[src/rtl/dram_timing_ctrl.sv]
// dram_timing_ctrl: command latency, init wait and refresh interval timers.
// Define DRAM_REF_POSTPONE_EN to count postponed refreshes (adds rf_urgent).
package dram_pack;
  typedef enum logic [2:0] {
    IDLE,
    INIT,
    ACTIVATE,
    READ,
    WRITE,
    PRECHARGE,
    REFRESH,
    NOP
  } cmd_fsm_t;
endpackage

module dram_timing_ctrl
  import dram_pack::*;
#(
  parameter int CNT_W  = 16,
  parameter int T_INIT = 200,
  parameter int T_RCD  = 4,
  parameter int T_RD   = 6,
  parameter int T_WR   = 8,
  parameter int T_RP   = 4,
  parameter int T_RFC  = 26,
  parameter int T_REFI = 7800
) (
  input  logic     CLK,
  input  logic     RST,
  input  cmd_fsm_t cmd_state,
  input  logic     init_req,
  output logic     init_done,
  output logic     tACT_done,
  output logic     tRD_done,
  output logic     tWR_done,
  output logic     tPRE_done,
  output logic     tREF_done,
  output logic     rf_req,
`ifdef DRAM_REF_POSTPONE_EN
  output logic     rf_urgent,
`endif
  output logic     busy
);

  if (T_INIT < 1 || T_RCD < 1 || T_RD < 1 || T_WR < 1 ||
      T_RP < 1 || T_RFC < 1 || T_REFI < 1) begin : g_bad_timing
    $error("dram_timing_ctrl: every timing parameter must be >= 1");
  end

  typedef enum logic [2:0] {
    NONE,
    OWN_ACT,
    OWN_RD,
    OWN_WR,
    OWN_PRE,
    OWN_REF
  } own_t;

  localparam logic [CNT_W-1:0] ONE = CNT_W'(1);

  function automatic logic [4:0] own_bit(own_t o);
    unique case (o)
      OWN_ACT: own_bit = 5'b00001;
      OWN_RD:  own_bit = 5'b00010;
      OWN_WR:  own_bit = 5'b00100;
      OWN_PRE: own_bit = 5'b01000;
      OWN_REF: own_bit = 5'b10000;
      default: own_bit = 5'b00000;
    endcase
  endfunction

  cmd_fsm_t         state_q;
  own_t             owner, owner_nx, issue_own;
  logic [CNT_W-1:0] cnt, cnt_nx, load_val;
  logic [4:0]       done, done_nx;
  logic             issue, ref_issue, cmd_exp;

  always_comb begin
    issue_own = NONE;
    load_val  = '0;
    unique case (cmd_state)
      ACTIVATE: begin
        issue_own = OWN_ACT;
        load_val  = CNT_W'(T_RCD - 1);
      end
      READ: begin
        issue_own = OWN_RD;
        load_val  = CNT_W'(T_RD - 1);
      end
      WRITE: begin
        issue_own = OWN_WR;
        load_val  = CNT_W'(T_WR - 1);
      end
      PRECHARGE: begin
        issue_own = OWN_PRE;
        load_val  = CNT_W'(T_RP - 1);
      end
      REFRESH: begin
        issue_own = OWN_REF;
        load_val  = CNT_W'(T_RFC - 1);
      end
      default: ;
    endcase
  end

  assign issue     = (issue_own != NONE) && (cmd_state != state_q);
  assign ref_issue = issue && (issue_own == OWN_REF);
  // Counter stepping 1->0 arms the done pulse for the following cycle
  assign cmd_exp   = (owner != NONE) && (cnt == ONE);

  always_comb begin
    owner_nx = owner;
    cnt_nx   = cnt;
    done_nx  = '0;
    if (cmd_exp) done_nx = own_bit(owner);
    if (cnt != '0) begin
      cnt_nx = cnt - ONE;
    end else begin
      owner_nx = NONE;
    end
    if (issue) begin
      owner_nx = issue_own;
      cnt_nx   = load_val;
      if (load_val == '0) done_nx = done_nx | own_bit(issue_own);
    end
  end

  always_ff @(posedge CLK) begin
    if (RST) begin
      state_q <= IDLE;
      owner   <= NONE;
      cnt     <= '0;
      done    <= '0;
      busy    <= 1'b0;
    end else begin
      state_q <= cmd_state;
      owner   <= owner_nx;
      cnt     <= cnt_nx;
      done    <= done_nx;
      busy    <= (owner_nx != NONE);
    end
  end

  assign tACT_done = done[0];
  assign tRD_done  = done[1];
  assign tWR_done  = done[2];
  assign tPRE_done = done[3];
  assign tREF_done = done[4];

  logic             init_q, irun;
  logic [CNT_W-1:0] icnt;

  always_ff @(posedge CLK) begin
    if (RST) begin
      init_q    <= 1'b0;
      irun      <= 1'b0;
      icnt      <= '0;
      init_done <= 1'b0;
    end else begin
      init_q <= init_req;
      if (!init_done) begin
        if (init_req && !init_q) begin
          icnt <= CNT_W'(T_INIT - 1);
          irun <= (T_INIT > 1);
          if (T_INIT == 1) init_done <= 1'b1;
        end else if (irun) begin
          if (!init_req) begin
            irun <= 1'b0;
          end else if (icnt == ONE) begin
            init_done <= 1'b1;
            irun      <= 1'b0;
          end else begin
            icnt <= icnt - ONE;
          end
        end
      end
    end
  end

  logic [CNT_W-1:0] rcnt;
  logic             rexp;

  assign rexp = init_done && (rcnt == '0);

  always_ff @(posedge CLK) begin
    if (RST) begin
      rcnt <= CNT_W'(T_REFI - 1);
    end else if (init_done) begin
      rcnt <= rexp ? CNT_W'(T_REFI - 1) : rcnt - ONE;
    end
  end

`ifdef DRAM_REF_POSTPONE_EN
  logic [3:0] pend, pend_nx;

  always_comb begin
    pend_nx = pend;
    if (rexp && !ref_issue) begin
      if (pend != 4'd8) pend_nx = pend + 4'd1;
    end else if (ref_issue && !rexp) begin
      if (pend != 4'd0) pend_nx = pend - 4'd1;
    end
  end

  always_ff @(posedge CLK) begin
    if (RST) begin
      pend      <= '0;
      rf_req    <= 1'b0;
      rf_urgent <= 1'b0;
    end else begin
      pend      <= pend_nx;
      rf_req    <= (pend_nx != 4'd0);
      rf_urgent <= (pend_nx == 4'd8);
    end
  end
`else
  // A fresh interval wins over a same-cycle REFRESH issue
  always_ff @(posedge CLK) begin
    if (RST) begin
      rf_req <= 1'b0;
    end else if (rexp) begin
      rf_req <= 1'b1;
    end else if (ref_issue) begin
      rf_req <= 1'b0;
    end
  end
`endif

endmodule
[config.mk]
export PLATFORM = sky130hd
export DESIGN_NAME = dram_timing_ctrl
export DESIGN_NICKNAME = d
export VERILOG_FILES = /design/src/rtl/dram_timing_ctrl.sv
export SDC_FILE = /design/constraint.sdc
export NUM_CORES = 1
export LEC_CHECK = 0
export BUFFER_PORTS_ARGS = -buffer_cell sky130_fd_sc_hd__buf_4
export CORE_MARGIN = 10
export CORE_UTILIZATION = 55
export DETAILED_ROUTE_END_ITERATION = 10
export PLACE_DENSITY = 0.72
export SLEW_MARGIN = 15
export SYNTH_ARGS = -nofsm -noshare
export SYNTH_HDL_FRONTEND = slang
export SYNTH_SLANG_ARGS = --single-unit
[constraint.sdc]
create_clock -name CLK -period 3 [get_ports CLK]
set_input_delay 0.3 -clock CLK [delete_from_list [all_inputs] [get_ports CLK]]
set_output_delay 0.3 -clock CLK [all_outputs]
set_load 0.005 [all_outputs]
==> summary.md, run 1 <==
| Metric | Value |
|---|---|
| Outcome | `complete, no violations` |
| Hold Path Class | `in2reg` |
| Slowest CP cell | `or4_1` |
| Hold buffer count at cts | `0` |
| Dpl cell area | `3267 µm²` |
| Maxcap violations | `0` |
| Max IR drop VDD | `0.6234 mV` |
| Total global routing overflow | `0` |
| Tot Pwr | `2845 µW` |
| NumNets Final | `388` |
| Register area share after synthesis | `41.42%` |
| Fin Clk Skew | `0.004964 ns` |
| Crit-path cells | `or4_4, or4_1, nor2_4, o32ai_1, or3_1` |
| Mapped Avg Cell Area | `8.592 µm²` |
| Post-synth top area cell | `dfxtp_1` |
| Share of cells above drive strength 1 | `10.88%` |
| Row cnt | `27` |
| GRT Overall Usage | `14.31%` |
| Final Hold Fails | `0` |
| # diodes | `0` |
| Crit end category | `flop` |
| Initial Util | `a little under three fifths` |
| Post-Syn Nets | `372` |
| Die Span X | `94.99 µm` |
| Cells after synthesis | `360` |
| Detailed Route Iter0 Violations | `93` |
| Pin count of the biggest net entering global routing | `26` |
| DIE HEIGHT | `between 90 and 100 µm` |
| Hpwl dp | `between 4 and 5 mm` |
| Multiplexer share of the synthesized area | `under 10%` |
| Via Count | `2,609` |
| EDFF count, synth | `0` |
| Max incr delay on CP | `0.61 ns` |
| Core area | `5473 µm²` |
| # IOs | `14` |
| Slew headroom | `a little over 40%` |
| Worst slew pin tran | `0.8782 ns` |
| Clock-pin slew on the worst setup and hold paths | `0.06 ns` |
| Post-DR wirelength/cell | `approximately 14 µm` |
| GP Congestion | `0.8728` |
| Routed Antenna Nets | `0` |
| Sink Count | `64` |
| Post-synthesis compound-gate area fraction | `about an eighth` |
| Tcrit/Tclk final | `79.45%` |
| Root Buffer | `clkbuf_8` |
| Post-cts resize count | `0` |
| Non-filler cells, final | `449` |
| Worst Path Required | `3.22 ns` |
| Cell variety after synth | `54` |
| Leak pwr | `0.001279 µW` |
| Share of Yosys cell area claimed by the top area cell type | `41.42%` |
| Final Setup Violations | `0` |
| TritonCTS clock tree | `yes` |
| Setup_tns | `0 ns` |
| Pwr dens | `about 830 nW/µm²` |
| DR DRC count | `0` |
| Post-route cell area | `3430 µm²` |
| CTS H-tree lvls | `3` |
| Vias in the first global route | `2,416` |
| Clock buffer count from CTS | `9` |
| # port buffers | `13` |
| Slew Viols, Final | `0` |
| Unrepaired setup endpoints after global routing | `false` |
| First-pass GRT wire length | `about 10 mm` |
| Critical-path maximum fanout | `7` |
| Initial DRT Pass Iterations | `4` |
| Post-CTS Repair Setup Buffers | `0` |
| Synth Area in Adders | `2.427%` |
| Crit path launch type | `flop` |
| Top post-synthesis cells by area | `dfxtp_1 (41%), xnor2_1 (4.8%), nor2_1 (4.1%), a21oi_1 (3.9%), nand2_1 (3.5%)` |
| WP data arrival | `2.60 ns` |
| Minimum clock period | `2.384 ns` |
| Xor/xnor cell area share of the yosys netlist | `7.929%` |
| Async SR Flop Fraction | `0%` |
| Crit path kind | `reg2reg` |
| Synth Warn # | `0` |
| Die ar. | `approximately 9000 µm²` |
| Synth Area in Simple Gates | `30.46%` |
| Main combinational cell family by area after synthesis | `simple AND/OR/NAND/NOR gates` |
| Number of placed cells counting well taps | `approximately 440` |
| Avg Vias per Cell | `between 5 and 6` |
| Max Freq | `0.4195 GHz` |
| Worst-case clock buffer depth | `2` |
| Mapped Area | `3093 µm²` |
| Drt total wl | `a little over 6 mm` |
| Synth Register Bits | `64` |
| Initial antenna violation count | `0` |
| Latest clock arrival within the worst-skew pair | `0.34 ns` |
| Area grow syn2layout | `10.88%` |
| Ys flop type | `dfxtp_1` |
per-stage QoR:
step | worst slack [ns] | hold WS [ns] | util, %
2_1_floorplan | 0.3134 | 0.4282 | -
3_3_place_gp | 0.4132 | 0.4560 | 59.69
3_5_place_dp | 0.3754 | 0.4718 | 59.69
4_1_cts | 0.6191 | 0.2249 | 62.67
5_1_grt | 0.5084 | 0.2575 | 62.67
6_report | 0.6164 | 0.2395 | 62.67
power breakdown:
part	leakage [µW]	switching, µW	internal [µW]
Clock	0.0000839	303	364
Sequential	0.000522	119	965
Combinational	0.000673	633	461
Yosys cell counts (4+ instances only):
master,n
dfxtp_1,64
nor2_1,34
nand2_1,29
a21oi_1,24
nor3_1,20
nand3_1,18
xnor2_1,17
or3_1,13
inv_1,12
xor2_1,11
clkbuf_1,10
o21ai_0,10
nor4_1,9
ha_1,6
o211ai_1,6
nand4_1,5
or4_1,5
mux2i_1,4
final timing paths:
kind | startpoint | cells after the start | slack, ns | endpoint
min reg2reg | owner[2] | 1 | 0.47 | done[0]
max | cnt[9] | 5 | 0.62 | busy
min | init_req | 2 | 0.24 | init_q
max reg2reg | cnt[9] | 5 | 0.62 | busy
registers in the layout, summed over array words and instances (netlist names):
signal	cells
icnt	16
done	5
cnt	16
busy	1
rcnt	16
owner	3
irun	1
rf_req	1
init_done	1
init_q	1
state_q	3
layout make-up:
class,instances,area [µm²]
sequential,64,1281
fill,494,2043
multi-input combinational,271,1715
inverter,12,45.04
clock inverter,2,35.03
clock buffer,10,127.6
tap,72,90.09
timing repair buffer,18,135.1
critical path, delay by kind of cell, from the launching register on:
kind             cells  cell delay [ns]
AND/OR/NAND/NOR      4             1.77
flip-flops           1             0.36
AO/OA/AOI/OAI        1             0.13
routing by layer:
| metal | vias to the layer above | GRT usage [%] | wire (µm) | share of wire [%] |
|---|---|---|---|---|
| li1 | 1341 | - | - | - |
| met1 | 1217 | 17.69 | 2903 | 47 |
| met2 | 41 | 22.20 | 2848 | 46 |
| met3 | 10 | 4.362 | 290 | 4.7 |
| met4 | 0 | 6.983 | 104 | 1.7 |
| met5 | - | 0 | 0 | 0 |
logic make-up (layout without fill, tap and decap cells):
| logic type | count (synthesis) | in the layout |
|---|---|---|
| flip-flops | 64 | 64 |
| AND/OR/NAND/NOR | 169 | 169 |
| AO/OA/AOI/OAI | 64 | 64 |
| adder cells (fa/ha/maj) | 6 | 6 |
| multiplexers | 4 | 4 |
| buffers and inverters | 25 | 42 |
| XOR/XNOR | 28 | 28 |
layout by cell type, fill, tap and decap left out, types with 4 or more instances in the layout:
cell	instances
or4_1	5
clkbuf_8	9
or3_1	13
xnor2_1	17
nand2_1	29
ha_1	6
nand4_1	5
o211ai_1	6
nand3_1	18
buf_4	18
nor3_1	20
nor2_1	34
o21ai_0	10
xor2_1	11
dfxtp_1	64
mux2i_1	4
a21oi_1	24
inv_1	12
nor4_1	9
No activity file was read; power rests on OpenSTA's default activity.
==> inputs of run 2 (changes only) <==
--- a/config.mk
+++ b/config.mk
@@ -9,7 +9,7 @@
 export CORE_MARGIN = 10
 export CORE_UTILIZATION = 55
 export DETAILED_ROUTE_END_ITERATION = 10
-export PLACE_DENSITY = 0.72
+export PLACE_DENSITY = 0.75
 export SLEW_MARGIN = 15
 export SYNTH_ARGS = -nofsm -noshare
 export SYNTH_HDL_FRONTEND = slang
==> constraint.sdc (replaced) <==
create_clock -name CLK -period 2 [get_ports CLK]
set_input_delay 0.2 -clock CLK [delete_from_list [all_inputs] [get_ports CLK]]
set_output_delay 0.2 -clock CLK [all_outputs]
set_load 0.005 [all_outputs]
==> run 2 against run 1 <==
Compared with the run above:
- the flow now finishes with violations (negative setup slack)
- utilization up 9.8 points
- flip-flop and latch count did not move
- hold slack worse by 0.11 ns
- non-clock buffer count grew 43
- cell area up 16%
- sequential power increased by 49%
- sequential share of layout area is 5.0 points lower
- maximum frequency increased by 12%
- setup slack worse by 0.74 ns
- combinational power increased by 130%
- first-iteration DRC count up 22%
- register-to-register slack got worse by 0.74 ns
==> summary.md, run 2 (synthesized netlist as in run 1, its figures left out) <==
| Metric | Value |
|---|---|
| TritonCTS clock tree | `yes` |
| GRT Overall Usage | `16.34% (+2.0 points)` |
| Most common cell after layout, fill and taps aside | `dfxtp_1` |
| WHS Endpoint | `init_q` |
| Vias in the first global route | `2,826 (+17%)` |
| Latest clock arrival within the worst-skew pair | `0.34 ns (about the same)` |
| Crit path kind | `reg2reg` |
| Top Registers | `cnt: 16 flops, icnt: 16 flops, rcnt: 16 flops` |
| Maxcap violations | `0 (unchanged)` |
| Die Span X | `94.99 µm (unchanged)` |
| Min-delay src | `init_req` |
| Hold buffer count at cts | `0 (unchanged)` |
| Max IR drop VDD | `0.8271 mV (+33%)` |
| Fin Clk Skew | `0.008789 ns (+0.003825 ns)` |
| Via Count | `2,823 (+8.2%)` |
| Row cnt | `27 (unchanged)` |
| DR DRC count | `0 (unchanged)` |
| Detailed Route Iter0 Violations | `113 (+22%)` |
| Worst Path Required | `2.27 ns (-0.95 ns)` |
| Crit path launch type | `flop` |
| Tcrit/Tclk final | `106.1% (+27 points)` |
| Total global routing overflow | `0 (unchanged)` |
| WP data arrival | `2.39 ns (-0.21 ns)` |
| Share of cells above drive strength 1 | `25.71% (+15 points)` |
| Post-DR wirelength/cell | `14.28 µm (+4.3%)` |
| Util after Layout | `72.47% (+9.8 points)` |
| Pwr dens | `1327 nW/µm² (+60%)` |
| Failing checks | `negative setup slack` |
| Worst slew pin tran | `0.4116 ns (-0.4666 ns)` |
| First-pass GRT wire length | `12.08 mm (+15%)` |
| Root Buffer | `clkbuf_8` |
| Initial Util | `56.52% (unchanged)` |
| Cell mode on critical path | `or4_4` |
| Initial antenna violation count | `0 (unchanged)` |
| Leak pwr | `0.001559 µW (+22%)` |
| NumNets Final | `431 (+11%)` |
| Clock buffer count from CTS | `9 (unchanged)` |
| Hold Path Class | `in2reg` |
| CTS H-tree lvls | `3 (unchanged)` |
| # port buffers | `13 (unchanged)` |
| Sink Count | `64 (unchanged)` |
| Routed Antenna Nets | `0 (unchanged)` |
| Max Freq | `0.4711 GHz (+12%)` |
| Final Setup Violations | `5 (+5)` |
| WHS | `0.1282 ns (-0.1113 ns)` |
| R2r worst-path depth | `5 (unchanged)` |
| Outcome | `complete, but fails checks` |
| DIE HEIGHT | `94.99 µm (unchanged)` |
| # diodes | `0 (unchanged)` |
| Crit-path cells | `or4_4, or4_4, or3_4, or3_1, a21oi_1` |
| Unrepaired setup endpoints after global routing | `true` |
| GP Congestion | `0.8495 (-2.7%)` |
| Max incr delay on CP | `0.53 ns (-0.08 ns)` |
| Worst setup margin | `-0.1227 ns (-0.7391 ns)` |
| Slowest CP cell | `or4_4` |
| Pin count of the biggest net entering global routing | `25 (-3.8%)` |
| Core area | `5473 µm² (unchanged)` |
| Final Hold Fails | `0 (unchanged)` |
| Hpwl dp | `4.909 mm (+13%)` |
| # IOs | `14 (unchanged)` |
| Slew headroom | `72.53% (+31 points)` |
| Minimum clock period | `2.123 ns (-0.2609 ns)` |
| Worst reg2reg endpoint | `icnt[11]` |
| Hold Crit Depth | `2 (unchanged)` |
| Commonest non-fill, non-tap cells in the layout | `dfxtp_1 (62), buf_4 (55), nor2_1 (34)` |
| Area grow syn2layout | `28.24%` |
| Worst-case clock buffer depth | `2 (unchanged)` |
| Slew Viols, Final | `0 (unchanged)` |
| Pre-CTS setup slack | `-0.1950 ns (-0.5704 ns)` |
| Critical-path maximum fanout | `2 (-5)` |
| Clock-pin slew on the worst setup and hold paths | `0.07 ns (about the same)` |
| Initial DRT Pass Iterations | `4 (unchanged)` |
| Tot Pwr | `5262 µW (+85%)` |
| R2R Setup Slk | `-0.12 ns (-0.74 ns)` |
| Die ar. | `9023 µm² (unchanged)` |
| R2R Path Start | `icnt[5]` |
| Avg Vias per Cell | `5.692 (-2.1%)` |
| Drt total wl | `7.082 mm (+15%)` |
| Crit end category | `flop` |
[run 2: cell types whose count changed in the layout (fill, tap and decap cells not counted), moves of 2 or more]
cell      before  now
dfxtp_1       64   62
nor4_1         9    6
o21ai_1        0    3
buf_6          0    5
nand3_1       18   15
dfxtp_2        0    2
o21ai_0       10    7
buf_4         18   55
nor3_1        20   17
nor4_2         0    2
clkbuf_8       9   11
nand3_2        0    3
nor3_2         0    3
[run 2: how the worst max path moves through the flow]
stage | from | end | slack [ns] | cells past startpoint
after floorplan | cmd_state[1] | busy | -0.12 | 9
after global placement | cmd_state[1] | busy | -0.13 | 9
after detailed placement | cmd_state[1] | busy | -0.20 | 9
after CTS | icnt[5] | icnt[11] | -0.12 | 5
after global routing | icnt[5] | icnt[11] | -0.17 | 5
final | icnt[5] | icnt[11] | -0.12 | 5
[run 2: power breakdown]
| group | switching, µW | total [µW] | internal (µW) |
|---|---|---|---|
| clock | 484 | 1120 | 641 |
| sequential | 162 | 1610 | 1450 |
| combinational | 1230 | 2530 | 1300 |
[run 2: stage by stage]
step,std cells,setup TNS (ns),cell area (µm²)
4_1_cts,494,-0.2820,3844
5_1_grt,496,-1.060,3966
3_3_place_gp,478,-0.2417,3623
2_1_floorplan,360,-0.2088,3161
3_5_place_dp,478,-0.7183,3623
6_report,496,-0.4153,3966
[run 2: timing repair]
action                                  in CTS  in global routing
pin swaps                                    2                 11
gates resized for setup                      4                 23
buffers inserted                             0                  3
endpoints found under the setup margin       6                 26
[run 2: metal layers]
metal	up-vias	wire, µm	share of wire (%)	global-route usage, %
met2	45	3603	51	28.09
met5	-	0	0	0
met3	10	301	4.3	5.710
met1	1341	3097	44	18.50
met4	0	80	1.1	5.362
li1	1427	-	-	-
[run 2: critical path: cells and delay by family (launching register included)]
family          cells  cell delay, ns
compound gates      1            0.12
flops               1            0.33
simple gates        4            1.59
[run 2: cell type report]
type,count,area (µm²)
well taps,72,90.09
repair buffers,61,489.2
fillers,438,1506
clock buffers,13,158.9
multi-input cells,271,1859
clock inverters,3,40.04
flip-flops and latches,64,1284
inverters,12,45.04
==> inputs of run 3 (changes only) <==
--- a/config.mk
+++ b/config.mk
@@ -6,7 +6,6 @@
 export NUM_CORES = 1
 export LEC_CHECK = 0
 export BUFFER_PORTS_ARGS = -buffer_cell sky130_fd_sc_hd__buf_4
-export CORE_MARGIN = 10
 export CORE_UTILIZATION = 55
 export DETAILED_ROUTE_END_ITERATION = 10
 export PLACE_DENSITY = 0.75
==> run 3 against run 2 <==
Compared with the run above:
- the flow still finishes with violations (negative setup slack)
- via count rose by 1.2%
- power is 1.8% higher
- register-to-register slack lost 0.05 ns
- flip-flop and latch count unchanged
- critical path depth did not move
- cell area increased by 1.2%
- count of clock-buffer cells in the layout is 1 lower
- first-iteration DRC count up 74%
- clock skew decreased by 0.0056 ns
- critical path type unchanged
==> summary.md, run 3 (synthesized netlist as in run 1, its figures left out) <==
| Metric | Value |
|---|---|
| Hpwl dp | `4.737 mm (-3.5%)` |
| Switching share of power | `36.23% (+0.55 points)` |
| CTS H-tree lvls | `3 (unchanged)` |
| Slowest CP cell | `or4_4` |
| Maxcap violations | `0 (unchanged)` |
| Power Internal | `3415 µW (+0.92%)` |
| Clock Power Share | `23.2% (+1.8 points)` |
| Root Buffer | `clkbuf_8` |
| Slew Viols, Final | `0 (unchanged)` |
| First-pass GRT wire length | `11.72 mm (-3.0%)` |
| Crit path launch type | `flop` |
| # IOs | `14 (unchanged)` |
| Worst Path Required | `2.28 ns (about the same)` |
| Final Setup Violations | `7 (+2)` |
| Routed Antenna Nets | `0 (unchanged)` |
| Latest clock arrival within the worst-skew pair | `0.34 ns (about the same)` |
| Post-DR wirelength/cell | `14.67 µm (+2.7%)` |
| Clock buffer count from CTS | `9 (unchanged)` |
| WP data arrival | `2.44 ns (+0.05 ns)` |
| Total global routing overflow | `0 (unchanged)` |
| Leak pwr | `0.001573 µW (+0.95%)` |
| Hold buffer count at cts | `0 (unchanged)` |
| Psw | `1941 µW (+3.4%)` |
| Max Freq | `0.4612 GHz (-2.1%)` |
| Avg Vias per Cell | `5.746 (+0.97%)` |
| TritonCTS clock tree | `yes` |
| Minimum clock period | `2.168 ns (+0.04552 ns)` |
| Crit-path cells | `or4_4, or4_4, or3_4, or3_1, a21oi_1` |
| Worst-case clock buffer depth | `2 (unchanged)` |
| Detailed Route Iter0 Violations | `197 (+74%)` |
| Failing checks | `negative setup slack` |
| Setup_tns | `-0.6652 ns (-0.2499 ns)` |
| Clock-pin slew on the worst setup and hold paths | `0.07 ns (about the same)` |
| Crit end category | `flop` |
| Slew headroom | `70.93% (-1.6 points)` |
| Via Count | `2,856 (+1.2%)` |
| Vias in the first global route | `2,617 (-7.4%)` |
| Core area | `5270 µm² (-3.7%)` |
| # port buffers | `13 (unchanged)` |
| Initial Util | `58.69% (+2.2 points)` |
| Crit path kind | `reg2reg` |
| Initial DRT Pass Iterations | `4 (unchanged)` |
| Area grow syn2layout | `29.81%` |
| Part of the power in registers | `30.2% (-0.4 points)` |
| Top Registers | `cnt: 16 flops, icnt: 16 flops, rcnt: 16 flops` |
| # diodes | `0 (unchanged)` |
| DIE HEIGHT | `76.99 µm (-19%)` |
| Final Hold Fails | `0 (unchanged)` |
| GRT Overall Usage | `25.08% (+8.7 points)` |
| Drt total wl | `7.289 mm (+2.9%)` |
| Combinational share of power | `46.6% (-1.4 points)` |
| DR DRC count | `0 (unchanged)` |
| NumNets Final | `435 (+0.93%)` |
| Unrepaired setup endpoints after global routing | `true` |
| Worst setup margin | `-0.1682 ns (-0.04552 ns)` |
| Worst slew pin tran | `0.4316 ns (+0.01993 ns)` |
| Commonest non-fill, non-tap cells in the layout | `dfxtp_1 (61), buf_4 (61), nor2_1 (34)` |
| Max IR drop VDD | `1.001 mV (+21%)` |
| Share of cells above drive strength 1 | `26.23% (+0.52 points)` |
| Max incr delay on CP | `0.54 ns (about the same)` |
| Die ar. | `5927 µm² (-34%)` |
| Tot Pwr | `5356 µW (+1.8%)` |
| Fin Clk Skew | `0.003238 ns (-0.005551 ns)` |
| Critical-path maximum fanout | `2 (unchanged)` |
| Outcome | `complete, but fails checks` |
| Row cnt | `26 (-3.7%)` |
| GP Congestion | `0.8470 (-0.29%)` |
| Sink Count | `64 (unchanged)` |
| Pwr dens | `1334 nW/µm² (+0.56%)` |
| Tcrit/Tclk final | `108.4% (+2.3 points)` |
| Die Span X | `76.99 µm (-19%)` |
| Hold Path Class | `in2reg` |
| Initial antenna violation count | `0 (unchanged)` |
| Pin count of the biggest net entering global routing | `25 (unchanged)` |
| Cell mode on critical path | `or4_4` |
[run 3: final timing paths]
kind / end / cells after the start / slack, ns / from
hold / removal: init_q / 2 / 0.11 / init_req
setup reg to reg: icnt[11] / 5 / -0.17 / icnt[5]
setup / recovery: icnt[11] / 5 / -0.17 / icnt[5]
hold reg to reg: cnt[6] / 2 / 0.48 / cnt[6]
[run 3: worst max-delay path, delay by kind of cell (launching register included)]
kind	cells	cell delay, ns
AOI/OAI and AO/OA	1	0.13
DFF	1	0.32
and+or+nand+nor	4	1.64
[run 3: what timing repair did]
action | 4_1_cts | 5_1_grt
setup buffers | 2 | 2
hold endpoints to repair | 0 | 0
endpoints found under the setup margin | 7 | 21
gates resized for setup | 3 | 21
pin swaps | 5 | 2
gates cloned | 0 | 0
[run 3: cell type report]
type	instances	area [µm²]
inverter	12	45.04
fill	389	1255
timing repair buffer	65	520.5
tap	70	87.58
clock buffer	12	155.1
sequential	64	1285
multi-input combinational	271	1857
clock inverter	3	65.06
[run 3: routing by layer]
layer | GRT usage (%) | share of wire [%]
met1 | 30.85 | 45
met2 | 41.25 | 50
met3 | 7.381 | 4.0
met4 | 9.434 | 1.3
met5 | 0 | 0
[run 3: stage by stage]
stage | std cells | hold WS [ns] | utilization [%] | cell area (µm²) | setup WS [ns]
floorplan | 360 | 0.3282 | - | 3161 | -0.1249
global placement | 478 | 0.4418 | 69.23 | 3649 | -0.1384
detailed placement | 478 | 0.4645 | 69.23 | 3649 | -0.1686
CTS | 495 | 0.1019 | 73.96 | 3897 | -0.1102
global route | 497 | 0.09583 | 76.19 | 4015 | -0.2829
finish | 497 | 0.1126 | 76.19 | 4015 | -0.1682
[run 3: power by group through the flow]
| stage | Sequential [µW] | Combinational [µW] | Clock, µW |
|---|---|---|---|
| final | 1620 | 2490 | 1240 |
| after global routing | 1640 | 2690 | 1330 |
| after CTS | 1600 | 2170 | 1260 |
| after detailed placement | 1620 | 2060 | 0 |
| after global placement | 1620 | 2030 | 0 |
| after floorplan | 1610 | 1400 | 0 |
